===== src/rtl/dispense_pkg.sv =====
// Shared types and the colour recipe table for the paint dispense path.
package dispense_pkg;

  typedef enum logic [2:0] {IDLE, SEL, DROP, GAP, DONE} state_e;
  typedef enum logic [1:0] {CH_R, CH_Y, CH_B} ch_e;

  localparam int NUM_COLORS = 8;
  localparam int STROKE_W   = 3;

  typedef struct packed {
    logic [STROKE_W-1:0] r;
    logic [STROKE_W-1:0] y;
    logic [STROKE_W-1:0] b;
    logic                valid;
  } recipe_t;

  // Strokes per channel for each supported colour_id.
  localparam recipe_t RECIPE_TBL [NUM_COLORS] = '{
    '{r: 3'd2, y: 3'd4, b: 3'd7, valid: 1'b1},
    '{r: 3'd5, y: 3'd0, b: 3'd0, valid: 1'b1},
    '{r: 3'd0, y: 3'd5, b: 3'd0, valid: 1'b1},
    '{r: 3'd0, y: 3'd0, b: 3'd5, valid: 1'b1},
    '{r: 3'd3, y: 3'd3, b: 3'd0, valid: 1'b1},
    '{r: 3'd0, y: 3'd3, b: 3'd3, valid: 1'b1},
    '{r: 3'd3, y: 3'd0, b: 3'd3, valid: 1'b1},
    '{r: 3'd2, y: 3'd2, b: 3'd2, valid: 1'b1}
  };

  function automatic recipe_t recipe_lookup(input logic [3:0] id);
    recipe_t rec;
    if (id[3]) rec = '0;
    else       rec = RECIPE_TBL[id[2:0]];
    return rec;
  endfunction

  function automatic ch_e next_ch(input ch_e c);
    ch_e n;
    case (c)
      CH_R:    n = CH_Y;
      CH_Y:    n = CH_B;
      default: n = CH_B;
    endcase
    return n;
  endfunction

endpackage


===== src/rtl/dispense_recipe_rom.sv =====
// Combinational colour_id -> recipe lookup, shared with order-entry logic.
module dispense_recipe_rom
  import dispense_pkg::*;
(
  input  logic [3:0] color_id_i,
  output recipe_t    recipe_o
);

  assign recipe_o = recipe_lookup(color_id_i);

endmodule


===== src/rtl/dispense_scheduler.sv =====
// Grants the motor enable to one paint channel at a time and sequences push/retract strokes.
// Optional pause input is enabled with `define DISPENSE_PAUSE_EN.
module dispense_scheduler
  import dispense_pkg::*;
#(
  parameter int DEPTH     = 5,
  parameter int GAP_TICKS = 2,
  parameter int CNT_W     = 10
) (
  input  logic       clk_i,
  input  logic       rst_ni,
  input  logic       step_tick_i,
  input  logic       start_i,
  input  logic [3:0] color_id_i,
  input  logic       abort_i,
`ifdef DISPENSE_PAUSE_EN
  input  logic       pause_i,
`endif
  output logic       en_r_o,
  output logic       en_y_o,
  output logic       en_b_o,
  output logic       dir_o,
  output logic       busy_o,
  output logic       done_o,
  output logic       bad_color_o,
  output state_e     dbg_state_o
);

  localparam logic [CNT_W-1:0] TICK_LAST = CNT_W'(2 * DEPTH - 1);
  localparam logic [CNT_W-1:0] GAP_LAST  = CNT_W'(GAP_TICKS - 1);
  localparam logic [CNT_W-1:0] DEPTH_C   = CNT_W'(DEPTH);

  state_e              state_q, state_d;
  ch_e                 ch_q, ch_d;
  logic [CNT_W-1:0]    tick_q, tick_d;
  logic [CNT_W-1:0]    stroke_q, stroke_d;
  logic [STROKE_W-1:0] tgt_r_q, tgt_r_d, tgt_y_q, tgt_y_d, tgt_b_q, tgt_b_d;
  logic                en_r_q, en_r_d, en_y_q, en_y_d, en_b_q, en_b_d;
  logic                dir_q, dir_d, busy_q, busy_d, done_q, done_d, bad_q, bad_d;

  recipe_t             rom_rec;
  logic                pause_in;
  logic                tick_en;
  logic [STROKE_W-1:0] cur_tgt;
  logic                later_nz;

  dispense_recipe_rom u_rom (
    .color_id_i (color_id_i),
    .recipe_o   (rom_rec)
  );

`ifdef DISPENSE_PAUSE_EN
  assign pause_in = pause_i;
`else
  assign pause_in = 1'b0;
`endif

  // A paused order ignores ticks so its tick/stroke position is preserved.
  assign tick_en = step_tick_i && !pause_in;

  always_comb begin
    cur_tgt  = '0;
    later_nz = 1'b0;
    case (ch_q)
      CH_R: begin
        cur_tgt  = tgt_r_q;
        later_nz = (tgt_y_q != '0) || (tgt_b_q != '0);
      end
      CH_Y: begin
        cur_tgt  = tgt_y_q;
        later_nz = (tgt_b_q != '0);
      end
      default: begin
        cur_tgt  = tgt_b_q;
        later_nz = 1'b0;
      end
    endcase
  end

  always_comb begin
    state_d  = state_q;
    ch_d     = ch_q;
    tick_d   = tick_q;
    stroke_d = stroke_q;
    tgt_r_d  = tgt_r_q;
    tgt_y_d  = tgt_y_q;
    tgt_b_d  = tgt_b_q;
    case (state_q)
      IDLE: begin
        if (start_i && rom_rec.valid) begin
          tgt_r_d = rom_rec.r;
          tgt_y_d = rom_rec.y;
          tgt_b_d = rom_rec.b;
          ch_d    = CH_R;
          state_d = SEL;
        end
      end
      SEL: begin
        if (cur_tgt == '0) begin
          if (ch_q == CH_B) state_d = DONE;
          else              ch_d    = next_ch(ch_q);
        end else begin
          tick_d   = '0;
          stroke_d = '0;
          state_d  = DROP;
        end
      end
      DROP: begin
        if (tick_en) begin
          if (tick_q == TICK_LAST) begin
            tick_d   = '0;
            stroke_d = stroke_q + CNT_W'(1);
            if (stroke_d == CNT_W'(cur_tgt)) state_d = later_nz ? GAP : DONE;
          end else begin
            tick_d = tick_q + CNT_W'(1);
          end
        end
      end
      GAP: begin
        if (tick_en) begin
          if (tick_q == GAP_LAST) begin
            tick_d  = '0;
            ch_d    = next_ch(ch_q);
            state_d = SEL;
          end else begin
            tick_d = tick_q + CNT_W'(1);
          end
        end
      end
      DONE:    state_d = IDLE;
      default: state_d = IDLE;
    endcase
    if (abort_i && state_q != IDLE) state_d = IDLE;
  end

  // Outputs are derived from the next state so they register alongside it.
  always_comb begin
    en_r_d = (state_d == DROP) && (ch_d == CH_R) && !pause_in;
    en_y_d = (state_d == DROP) && (ch_d == CH_Y) && !pause_in;
    en_b_d = (state_d == DROP) && (ch_d == CH_B) && !pause_in;
    dir_d  = (state_d == DROP) && (tick_d >= DEPTH_C);
    busy_d = (state_d != IDLE);
    done_d = (state_q == DONE) && !abort_i;
    bad_d  = (state_q == IDLE) && start_i && !rom_rec.valid;
  end

  always_ff @(posedge clk_i or negedge rst_ni) begin
    if (!rst_ni) begin
      state_q  <= IDLE;
      ch_q     <= CH_R;
      tick_q   <= '0;
      stroke_q <= '0;
      tgt_r_q  <= '0;
      tgt_y_q  <= '0;
      tgt_b_q  <= '0;
      en_r_q   <= 1'b0;
      en_y_q   <= 1'b0;
      en_b_q   <= 1'b0;
      dir_q    <= 1'b0;
      busy_q   <= 1'b0;
      done_q   <= 1'b0;
      bad_q    <= 1'b0;
    end else begin
      state_q  <= state_d;
      ch_q     <= ch_d;
      tick_q   <= tick_d;
      stroke_q <= stroke_d;
      tgt_r_q  <= tgt_r_d;
      tgt_y_q  <= tgt_y_d;
      tgt_b_q  <= tgt_b_d;
      en_r_q   <= en_r_d;
      en_y_q   <= en_y_d;
      en_b_q   <= en_b_d;
      dir_q    <= dir_d;
      busy_q   <= busy_d;
      done_q   <= done_d;
      bad_q    <= bad_d;
    end
  end

  assign en_r_o      = en_r_q;
  assign en_y_o      = en_y_q;
  assign en_b_o      = en_b_q;
  assign dir_o       = dir_q;
  assign busy_o      = busy_q;
  assign done_o      = done_q;
  assign bad_color_o = bad_q;
  assign dbg_state_o = state_q;

endmodule


===== config.mk =====
export PLATFORM = sky130hd
export DESIGN_NAME = dispense_scheduler
export DESIGN_NICKNAME = d
export VERILOG_FILES = /design/src/rtl/dispense_pkg.sv /design/src/rtl/dispense_recipe_rom.sv /design/src/rtl/dispense_scheduler.sv
export SDC_FILE = /design/constraint.sdc
export NUM_CORES = 1
export LEC_CHECK = 0
export ABC_AREA = 1
export CAP_MARGIN = 20
export CELL_PAD_IN_SITES_DETAIL_PLACEMENT = 1
export CELL_PAD_IN_SITES_GLOBAL_PLACEMENT = 1
export CORE_AREA = 2 2 90 92
export DETAILED_ROUTE_END_ITERATION = 7
export DIE_AREA = 0 0 92 94
export MAX_ROUTING_LAYER = met4
export PLACE_DENSITY_LB_ADDON = 0.1
export SETUP_SLACK_MARGIN = 0.1
export SYNTH_ARGS = -nofsm -noshare
export SYNTH_HDL_FRONTEND = slang
export SYNTH_HIERARCHICAL = 1
export SYNTH_SLANG_ARGS = --single-unit
export TNS_END_PERCENT = 100

===== constraint.sdc =====
create_clock -name clk_i -period 1.8 [get_ports clk_i]
set_input_delay 0.36 -clock clk_i [delete_from_list [all_inputs] [get_ports clk_i]]
set_output_delay 0.36 -clock clk_i [all_outputs]
set_load 0.02 [all_outputs]

==> After elaboration in Yosys (flattened, before gate mapping) <==
Memory sizes are Yosys's and may differ from the RTL's.
Cells that the tools add are included.
{ "op_classes": {"bitwise": 1, "magnitude_cmp": 2, "n_mux": 33, "reduce_logical": 23, "eq_ne": 15, "add_sub_neg": 2} }
{ "op_table": {"columns": ["op", "n"], "rows": [
  ["two-way mux 10 bit", 11],
  ["two-way mux 3 bit", 10],
  ["case mux 10 bit (3 select lines)", 1],
  ["adder 10 x 1 -> 10 bit, second input constant", 2],
  ["case mux 10 bit (2 select lines)", 1],
  ["two-way mux 2 bit", 6],
  ["case mux 3 bit (4 select lines)", 1],
  ["nonzero test 3 bit", 4],
  ["== test 10 x 1 -> 1 bit, second input constant", 1],
  ["== test 10 x 3 -> 1 bit", 1],
  ["== test 10 x 4 -> 1 bit, second input constant", 1],
  ["greater-or-equal comparator 10 x 3 -> 1 bit, second input constant", 1],
  ["== test 3 x 2 -> 1 bit, second input constant", 3],
  ["logical AND 1 bit", 9],
  ["logical NOT 3 bit", 2],
  ["!= test 2 bit, second input constant", 3],
  ["case mux 2 bit (3 select lines)", 1],
  ["case mux 3 bit (2 select lines)", 1],
  ["== test 2 x 1 -> 1 bit, second input constant", 2],
  ["== test 2 bit, second input constant", 2],
  ["greater-or-equal comparator 4 bit, second input constant", 1],
  ["logical NOT 2 bit", 2],
  ["NOT 3 -> 4 bit", 1],
  ["AND reduction 4 bit", 1],
  ["other kinds (7)", 8]
]} }
{ "totals": {"out_inout_bits": 10, "mem_bits_ro": 80, "n_memories": 1, "ff_bits": 41, "inputBits": 9} }
{ "mem_list": {"columns": ["name", "words", "width", "rd", "rd_clocked_by_memory_dff", "wr", "line", "rtl"], "rows": [
  ["(name not given)", 8, 10, 1, 0, 0, "dispense_pkg.sv:32", "else rec = RECIPE_TBL[id[2:0]];"]
]} }

==> Longest topological paths before layout <==
{ "depth": {"ltp_word": 11, "mapped_depth": 15, "ltp_nobuf": 15} }

==> By module <==
The synthesis kept the hierarchy.
{ "by_module_without_submodules": {"columns": ["module", "area_per_inst_um2", "seq_area_each_um2", "cells_per_inst", "n_inst"], "rows": [
  ["dispense_scheduler", 2698.8, 1026.0, 403, 1],
  ["dispense_recipe_rom", 163.9, 0.0, 32, 1]
]} }

==> Least setup slack after synthesis <==
Ideal clock, no wire load.
{ "synth_path": {"path_kind": "reg-to-reg", "from": "register tick_q[0]", "to": "register stroke_q[3]", "path_slack_ps": -29, "t_arrival_ps": 1746, "setup_time_ps": 83, "path_stages_with_launch": 12, "path_buffers": 0, "cell_sequence": "dfrtp_1 > ha_1 > inv_1 > nor2_1 > nand3_2 > nor2_4 > nand2_2 > nand2_2 > inv_2 > nor3_4 > nand2_4 > o22ai_1"} }
{ "synth_via": {"elab_chain_cells": 3} }
{ "synth_lines": {"columns": ["item", "line", "rtl"], "rows": [
  ["from (decl)", "dispense_scheduler.sv:35", "logic [CNT_W-1:0] tick_q, tick_d;"],
  ["from (signal assigned)", "dispense_scheduler.sv:166", "tick_q <= tick_d;"],
  ["== test 10 x 4 -> 1 bit", "dispense_scheduler.sv:110", "if (tick_q == TICK_LAST) begin"],
  ["!= test 2 bit (no source line)", null, null],
  ["AND reduction 4 bit (no source line)", null, null],
  ["to (signal assigned)", "dispense_scheduler.sv:167", "stroke_q <= stroke_d;"],
  ["to (decl)", "dispense_scheduler.sv:36", "logic [CNT_W-1:0] stroke_q, stroke_d;"]
]} }
No other way between the ends.
A chain may end at the register's enable or synchronous reset.

==> Final worst setup path <==
{ "layout_path": {"from": "register tick_q[1]", "to": "register tick_q[4]"} }
{ "layout_via": {"elab_chain_cells": 4} }
{ "layout_lines": {"columns": ["item", "line", "rtl"], "rows": [
  ["adder 10 x 1 -> 10 bit, or another cell as far along", "dispense_scheduler.sv:115, dispense_scheduler.sv:126", null],
  ["two-way mux 10 bit (on tied branches)", "dispense_scheduler.sv:121, dispense_scheduler.sv:110", null],
  ["two-way mux 10 bit (on tied branches)", "dispense_scheduler.sv:120, dispense_scheduler.sv:109", null],
  ["case mux 10 bit (3 select lines) *", "dispense_scheduler.sv:88", "case (state_q)"],
  ["via tick_d[4]", "dispense_scheduler.sv:35", null]
]} }
The timed path passes the listed nets; every way through them passes the cells marked *.

==> flow_summary_export.csv <==
group,metric,value,unit
setup_path,worstPathRequired,2050,ps
timing,tns,-1542,ps
setup_path,critPathKind,"flip-flop to flip-flop",
status,status,"finished with violations",
detailed_routing,vias,3102,
detailed_routing,routed_wire_length_per_instance,14.59,microns
synthesis,ys_seq_elements,41,
die,die_h,94,microns
setup_path,cp.arrival,2210,ps
global_route,antenna_found_initial,0,
synthesis,synth-simple-area-share,0.3934,
global_route,top_usage_layer,"met2",
placed_design,port_buffers,18,
global_route,grt_usage,0.2378,
detailed_routing,first_pass_iters,4,
timing,slew_headroom,0.6776,
die,pin_count,19,
power_and_ir_drop,power,6020,uW
placed_design,gp_congestion,0.9233,
global_route,met3_usage,0.02809,
finish,antenna_cells,0,
global_route,grt.met1_usage,0.2899,
detailed_routing,dr.first_iter.drc_count,90,
synthesis,synth_area_leaders,"dfrtp_1 (36%), nand2_1 (18%), inv_1 (8.3%)",
timing,rsz0062_at_grt,"yes",
global_route,grt_pass1_vias,3349,
timing,setup_ws,-164.7,ps
timing,final.period_utilization,1.092,
clocking,htreeDepth,2,
timing,drv_slew,0,
synthesis,synth_top_area_share,0.3584,
clocking,cts_made_buffers,5,
min_path,min_path_type,"input port to asynchronous set/reset pin",
placed_design,dp_hpwl,7158,microns
finish,drive_gt1_frac,0.3396,
clocking,clk_pin_slew_worst_paths,90,ps
synthesis,synthAdderAreaFrac,0.03059,
synthesis,synth_top_family_by_area,"simple AND/OR/NAND/NOR gates",
die,initial_core_util,0.3763,
global_route,use_met2,0.4179,
finish,n_fill_cell,993,
synthesis,ys_seq_area_frac,0.3584,
die,die_w,92,microns
clocking,cts_tree,"yes",
detailed_routing,postRouteWirelength,9308,microns
finish,multi_input_area,1724,sq um
synthesis,syn_area,2863,sq um
job,max-cap-violations,0,
die,core_area,7607,sq um
synthesis,synth-xor-area-share,0.006119,
synthesis,synth-compound-area-share,0.08479,
finish,post-route-util,0.5360,
global_route,grt_max_degree,19,
power_and_ir_drop,leakagePower,0.002158,uW
synthesis,synth_mux_area_frac,0.01180,
finish,final_nets,551,
synthesis,syn-num-nets,451,
detailed_routing,antenna_left,0,
timing,finalHoldViolations,0,
synthesis,synth_warnings,6,
synthesis,ys_types,32,
global_route,grt_overflow,0,
status,failed_checks,"setup timing",
timing,post-route-min-period,1965,ps
die,dieArea,8648,sq um
setup_path,crit_path_start_kind,"flip-flop",
global_route,grt_pass1_wl,15870,microns
power_and_ir_drop,ir_worst_vdd,0.0006596,V
timing,fmax,509.0,MHz
setup_path,cp_max_fo,4,
setup_path,worstSetupEndpointType,"flip-flop",
clocking,clk_latency,300,ps
finish,syn_to_final_growth,42.44,%
finish,ff_latch_area,1030,sq um
clocking,cts_sinks,41,
detailed_routing,drc,0,
clocking,root_buffer,"clkbuf_8",
timing,finalSetupViolations,19,
synthesis,syn_inst,435,
power_and_ir_drop,p_per_area,1476,nW/um^2
detailed_routing,via_per_inst,4.862,
timing,fin_worst_skew,12.46,ps
die,rows,32,
clocking,max-clock-path-buffers,2,
timing,worst_slew_pin_slew,483.6,ps
synthesis,yosys.area.top_type,"dfrtp_1",
synthesis,postSynthAreaPerCell,6.581,sq um
placed_design,dp_slack,-253.5,ps
## synthesized netlist by cell type
master	number
nor2_1	52
buf_4	1
nand2_2	4
nand4_1	8
nand3_1	31
nand2_1	139
nand3_2	2
nor3_4	1
nand2_4	1
buf_2	2
xor2_1	2
nor2b_1	1
clkinv_1	1
buf_6	1
inv_1	63
o21ai_0	10
o211ai_1	4
nor2_2	8
mux2_2	3
clkbuf_1	2
o21ai_2	4
ha_1	7
nor2_4	2
a21oi_1	12
o221ai_1	1
o22ai_1	7
nor3_2	1
dfrtp_1	41
nand4_2	1
inv_2	14
nor3_1	6
o21ai_1	3
## worst max-delay path: stages (launching register included)
cell	delay, ps
dfrtp_1	410
buf_4	150
ha_4	150
nand2_2	100
nor2_4	60
buf_4	130
nand2_1	50
nand2_1	50
nand2_1	60
o221ai_1	100
nand2_1	100
nor2_2	40
buf_4	130
buf_4	120
buf_4	120
buf_4	120
inv_1	40
## cells in the final DEF (no fill, tap or decap), types with 2 or more instances in the layout
cell               n
clkdlybuf4s50_1   14
o211ai_1           4
dfrtp_2            3
nand3_1           25
nand2_1          125
buf_4             77
nand2_4            3
dfrtp_1           38
nor2_4             9
nor2_2            17
nand2_2           17
inv_2             18
ha_1               4
nor2_1            36
inv_1             59
o22ai_1            6
buf_6              3
nand4_1            8
nor3_1             6
dlygate4sd2_1      3
a21oi_1           11
clkbuf_8           6
o21ai_1            3
ha_4               2
o21ai_0            8
o21ai_2            6
mux2_2             3
nand3_2            7
## logic make-up after synthesis
kind of cell             Yosys count
AND/OR/NAND/NOR                  257
buffers and inverters             84
AO/OA/AOI/OAI                     41
flip-flops                        41
adder cells (fa/ha/maj)            7
multiplexers                       3
XOR/XNOR                           2
## path summary, 6_finish.rpt
check | slack [ps] | end | startpoint | cells after the start
max in group asynchronous | 1190 | ch_q[1] | rst_ni | 2
hold reg to reg | 520 | tgt_r_q[2] | tgt_r_q[2] | 1
setup reg to reg | -160 | tick_q[4] | tick_q[1] | 16
min in group clk_i | 520 | tgt_r_q[2] | tgt_r_q[2] | 1
setup / recovery | -160 | tick_q[4] | tick_q[1] | 16
hold / removal | 5 | tick_q[5] | rst_ni | 1
## per-stage QoR
step                      instance area (sq um)  instances  hold WS, ps
after floorplan                            2867        435        64.41
after global placement                     3666        620        338.8
after detailed placement                   3666        620        348.0
after CTS                                  3956        634        17.94
after global routing                       4078        638        24.90
final                                      4078        638        5.007
## layer usage
metal / up-vias / wire length (microns)
met5: - / 0
met4: 0 / 176
met3: 17 / 198
met2: 41 / 4699
met1: 1491 / 4233
li1: 1553 / -
## final cells by class
class,count,share of cell area
multi-input cells,311,0.4228
clock inverters,2,0.009205
repair buffers,98,0.1921
inverters,78,0.07180
clock buffers,6,0.02025
well taps,102,0.03130
flip-flops and latches,41,0.2525
## sequential cells by signal, summed over array words and instances, names as in the netlist
signal	count
stroke_q	10
tick_q	10
dbg_state_o	3
tgt_b_q	3
tgt_r_q	3
tgt_y_q	3
ch_q	2
bad_color_o	1
busy_o	1
dir_o	1
done_o	1
en_b_o	1
en_r_o	1
en_y_o	1
## repair_timing
action	in CTS	in global routing
hold buffers	0	0
buffers inserted	6	3
cloned	0	1
gates resized for setup	42	27
endpoints found under the setup margin	27	33
pin swaps	20	17
## report_power, final
part	switching (uW)	internal (uW)
logic	2130	1560
clock network	358	452
registers	270	1250
No activity file was read; power rests on OpenSTA's default activity.
